==> src/rtl/qoa_slice_unpacker.sv <==
// Purpose: byte-serial QOA slice unpacker; 8 big-endian bytes in, scale factor + 20 residual indices out.
// Latency: out_valid rises 1 cycle after the 8th byte; 28 cycles/slice, or 20 with QOA_UNPACK_PREFETCH_EN defined.
// Backpressure: in_ready low while emitting (unless prefetching); outputs hold stable while out_ready is low.
module qoa_slice_unpacker #(
    parameter int RESIDUALS = 20,
    parameter int BYTES     = 8
) (
    input  logic       clk,
    input  logic       rst,
    input  logic       flush,
    input  logic [7:0] in_data,
    input  logic       in_valid,
    output logic       in_ready,
    output logic [3:0] out_sf,
    output logic [2:0] out_idx,
    output logic [4:0] out_pos,
    output logic       out_last,
    output logic       out_valid,
    input  logic       out_ready
);

    localparam logic [4:0] LAST_POS = 5'(RESIDUALS - 1);
    localparam logic [3:0] FULL     = 4'(BYTES);

    typedef enum logic {LOAD, EMIT} state_t;

    state_t      state;
    state_t      state_nxt;
    logic [63:0] slice_q;
    logic [3:0]  byte_cnt;
    logic [4:0]  res_cnt;
    logic        in_fire;
    logic        out_fire;
    logic        last_fire;

    assign in_fire   = in_valid && in_ready;
    assign out_fire  = out_valid && out_ready;
    assign last_fire = out_fire && (res_cnt == LAST_POS);

    // The scale factor stays parked in the top nibble; residuals shift up under it.
    assign out_sf   = slice_q[63:60];
    assign out_idx  = slice_q[59:57];
    assign out_pos  = res_cnt;
    assign out_last = (res_cnt == LAST_POS);

`ifdef QOA_UNPACK_PREFETCH_EN
    logic [63:0] shadow_q;
    logic [3:0]  shadow_cnt;
    logic [63:0] shadow_nxt;
    logic [3:0]  shadow_cnt_nxt;
    logic        shadow_fire;

    // Shadow contents including a byte landing in the same cycle as the last residual.
    assign shadow_fire    = in_fire && (state == EMIT);
    assign shadow_nxt     = shadow_fire ? {shadow_q[55:0], in_data} : shadow_q;
    assign shadow_cnt_nxt = shadow_fire ? shadow_cnt + 4'd1 : shadow_cnt;
`endif

    // State register.
    always_ff @(posedge clk) begin
        if (rst) begin
            state <= LOAD;
        end else begin
            state <= state_nxt;
        end
    end

    // Next-state and handshake outputs; flush masks both handshakes and forces LOAD.
    always_comb begin
        state_nxt = state;
        in_ready  = 1'b0;
        out_valid = 1'b0;
        case (state)
            LOAD: begin
                in_ready = !flush && !rst;
                if (in_valid && (byte_cnt == FULL - 4'd1)) begin
                    state_nxt = EMIT;
                end
            end
            EMIT: begin
                out_valid = !flush;
`ifdef QOA_UNPACK_PREFETCH_EN
                in_ready = !flush && !rst && (shadow_cnt < FULL);
                if (out_ready && (res_cnt == LAST_POS)) begin
                    if ((shadow_cnt == FULL) ||
                        ((shadow_cnt == FULL - 4'd1) && in_valid)) begin
                        state_nxt = EMIT;
                    end else begin
                        state_nxt = LOAD;
                    end
                end
`else
                if (out_ready && (res_cnt == LAST_POS)) begin
                    state_nxt = LOAD;
                end
`endif
            end
            default: state_nxt = LOAD;
        endcase
        if (flush) begin
            state_nxt = LOAD;
        end
    end

    // Slice register, byte count and residual count.
    always_ff @(posedge clk) begin
        if (rst || flush) begin
            slice_q  <= '0;
            byte_cnt <= '0;
            res_cnt  <= '0;
`ifdef QOA_UNPACK_PREFETCH_EN
            shadow_q   <= '0;
            shadow_cnt <= '0;
`endif
        end else begin
            if ((state == LOAD) && in_fire) begin
                slice_q  <= {slice_q[55:0], in_data};
                byte_cnt <= (byte_cnt == FULL - 4'd1) ? 4'd0 : byte_cnt + 4'd1;
            end
            if (out_fire) begin
                if (last_fire) begin
                    res_cnt <= '0;
                end else begin
                    res_cnt        <= res_cnt + 5'd1;
                    slice_q[59:0]  <= {slice_q[56:0], 3'b000};
                end
            end
`ifdef QOA_UNPACK_PREFETCH_EN
            if (last_fire) begin
                // A full shadow becomes the next slice; a partial one resumes loading.
                slice_q    <= shadow_nxt;
                byte_cnt   <= (shadow_cnt_nxt == FULL) ? 4'd0 : shadow_cnt_nxt;
                shadow_q   <= '0;
                shadow_cnt <= '0;
            end else if (shadow_fire) begin
                shadow_q   <= shadow_nxt;
                shadow_cnt <= shadow_cnt_nxt;
            end
`endif
        end
    end

endmodule

==> config.mk <==
export PLATFORM = sky130hd
export DESIGN_NAME = qoa_slice_unpacker
export DESIGN_NICKNAME = d
export VERILOG_FILES = /design/src/rtl/qoa_slice_unpacker.sv
export SDC_FILE = /design/constraint.sdc
export NUM_CORES = 1
export LEC_CHECK = 0
export CAP_MARGIN = 20
export CORE_UTILIZATION = 54
export DETAILED_ROUTE_END_ITERATION = 8
export DONT_BUFFER_PORTS = 1
export GPL_TIMING_DRIVEN = 0
export PLACE_DENSITY = 0.69
export SYNTH_ARGS = -nofsm -noshare
export SYNTH_HDL_FRONTEND = slang
export SYNTH_SLANG_ARGS = --single-unit
==> constraint.sdc <==
create_clock -name clk -period 4 [get_ports clk]
set_input_delay 1 -clock clk [delete_from_list [all_inputs] [get_ports clk]]
set_output_delay 1 -clock clk [all_outputs]
set_load 0.02 [all_outputs]
==> summary.txt <==
STA
  • Clk_skew: 0.008013 ns
  • Worst-Margin Slew: 0.7069 ns
  • Final setup TNS: 0 ns
  • Max-Slew Margin vs Limit: 0.5287
  • Final hold violation count: 0
  • Fmax: 0.3084 GHz
  • Tcrit/Tclk final: 0.8106
  • Post-route setup slack: 0.7576 ns
  • Final Setup Violations: 0
  • Slew Viols, Final: 0
  • Final Critical Period: 3.242 ns
  • RSZ-0062 raised after global routing: false

Clocking
  • H-tree depth: 3
  • Clk buf depth: 2
  • Clock latency at the later pin of the worst-skew pair: 0.35 ns
  • CTS buffer count: 9
  • CTS tree: yes
  • CTS Sinks: 74
  • CTS Root Cell: clkbuf_8
  • Cts hold-fix bufs: 0
  • Clk pin slew, worst setup/hold paths: 0.08 ns
  • Post-CTS sizing: 0
  • Setup Fix Bufs, Post-CTS: 0

Global route
  • First-pass GRT wire length: 14,470 um
  • Vias in the first global route: 2,927
  • Grt total ovfl: 0
  • Largest net degree at the start of global routing: 13
  • GRT Total Usage: 0.2592
  • Initial antenna violation count: 0

Layout
  • Fillers: 586
  • Most frequent cells in the layout: nand2_1, dfxtp_1, nor3_1, a311oi_2, a311oi_1
  • Final Instance Area: 0.003850 mm2
  • Flip-flop and latch area: 0.001481 mm2
  • Commonest non-fill, non-tap cell in the layout: nand2_1
  • Fin cells: 511
  • Layout cells sized above 1: 0.1751
  • Layout area overhead: 8.041%
  • Area occupied by multi-input gates: 0.001821 mm2
  • Antenna Cells: 0
  • Nets@finish: 444

Floorplanning
  • Die area: 0.006928 mm2
  • Io pins: 28
  • Row cnt: 29
  • Starting Density: 0.5612
  • Core area: 0.006350 mm2
  • Chip width: 83.24 um
  • Vert. Die Dim: 83.24 um

Setup path
  • CP Launch Type: input port
  • Worst EP arrival: 2.24 ns
  • Slowest cell on the critical path: nor2_1
  • Largest stage delay on the critical path: 0.38 ns
  • Kind of critical path: input port to primary output
  • Required @ worst endpoint: 3.00 ns
  • CP max FO: 10
  • CP endpoint kind: primary output
  • CP Cell Sequence: or2_2 > clkbuf_1 > buf_1 > nor2_1
  • Worst R2R Setup Slack: 1.84 ns

Detailed routing
  • Met3 wire length: 500 um
  • Met1 wire length: 4083 um
  • WL final: 8657 um
  • First-pass DRT Iterations: 5
  • Vias: 3,209
  • Met2 WL post-DR: 3862 um
  • Drt drc: 0
  • Antenna-violating nets left: 0
  • WL/cell: 16.94 um
  • Initial DRC count: 328
  • DR top layer: met4
  • DR vias/cell: 6.280

Power and ir drop
  • VDD IR-drop max: 222.9 uV
  • Leakage power: 1.234 nW
  • Pwr per Cell Area: 350.7 mW/mm2
  • PnR Total Power: 1.350 mW

Logic synthesis
  • Synth Warn #: 0
  • Seq cells post-synth: 74
  • Synth unique cells: 33
  • Cells after Synth: 418
  • Top cells by area, synth: dfxtp_1, nand2_1, a311oi_2, nor3_1, a311oi_1
  • Net Count, Synth: 433
  • Syn avg cell area: 8.525 um2
  • Top-area cell type share of the netlist area: 0.4157
  • Top cell type by total area after synthesis: dfxtp_1
  • Seq/Total Area, Yosys: 0.4157
  • Post-synthesis cell area: 0.003563 mm2

Placed design
  • Area after DPL: 0.003660 mm2
  • Final Wtd Congestion: 0.8193
  • Post-Place Cells: 495
  • Hpwl dp: 6004 um
  • Worst slack, placed: 0.7366 ns
  • Port-buffer cells: 0

Hold path
  • Worst Hold Class: flop to flop

Job
  • Max Cap Viol: 0

Status
  • Status: finished clean
==> cells by family after synthesis <==
logic type               synth area share
AO/OA/AOI/OAI                      0.2188
XOR/XNOR                         0.004917
adder cells (fa/ha/maj)          0.007021
buffers and inverters             0.07338
flip-flops                         0.4157
multiplexers                      0.01124
AND/OR/NAND/NOR                    0.2690
==> flip-flops by register name (all words and copies together) (netlist names) <==
signal and cells:
byte_cnt 4, out_pos 5, slice_q 64, state 1
==> worst max-delay path: cells and delay by family <==
kind / cells / cell delay [ns]
buf+inv: 2 / 0.58
simple gates: 2 / 0.66
==> routing by layer <==
layer | up-vias | track usage
met5 | - | 0
met3 | 24 | 0.04274
met2 | 119 | 0.3815
met1 | 1538 | 0.3760
met4 | 0 | 0.1066
li1 | 1528 | -
==> cells in the mapped netlist (all sizes together) <==
cell type  instances
a21oi             11
or2                2
nor2b              4
ha                 2
a41o               1
or4b               1
o21ai              2
dfxtp             74
o31ai              1
inv                1
nand3b             2
mux2i              4
nor4bb             1
nand2            127
a21bo              1
nand4              1
a311oi            57
nor4b              1
xnor2              1
xor2               1
or3                5
nand3              2
buf               29
nor2               5
clkbuf            20
nand2b             1
nand4b             1
nor3              60
==> through the flow <==
| step | utilization | hold WS [ns] |
|---|---|---|
| 2_1_floorplan | - | 0.4367 |
| 4_1_cts | 0.6063 | 0.4593 |
| 3_5_place_dp | 0.5764 | 0.4485 |
| 3_3_place_gp | 0.5764 | 0.4425 |
| 6_report | 0.6063 | 0.4558 |
| 5_1_grt | 0.6063 | 0.4879 |
==> where the power goes <==
group | internal, mW | switching, mW
sequential | 0.738 | 0.00232
combinational | 0.0130 | 0.0378
clock | 0.274 | 0.285
total | 1.03 | 0.325
==> path summary, 6_finish.rpt <==
check | startpoint | endpoint | cells past startpoint
max | flush | in_ready | 4
min | slice_q[60] | slice_q[60] | 2
max reg2reg | out_pos[0] | slice_q[54] | 6
min reg2reg | slice_q[60] | slice_q[60] | 2
==> cell type report <==
class	count	share of cell area
multi-input cells	294	0.4729
plain buffers	49	0.06695
clock inverters	4	0.006500
well taps	77	0.02502
flip-flops and latches	74	0.3848
clock buffers	12	0.04290
inverters	1	0.0009750
Note: power is estimated with default switching activity, not from simulation.
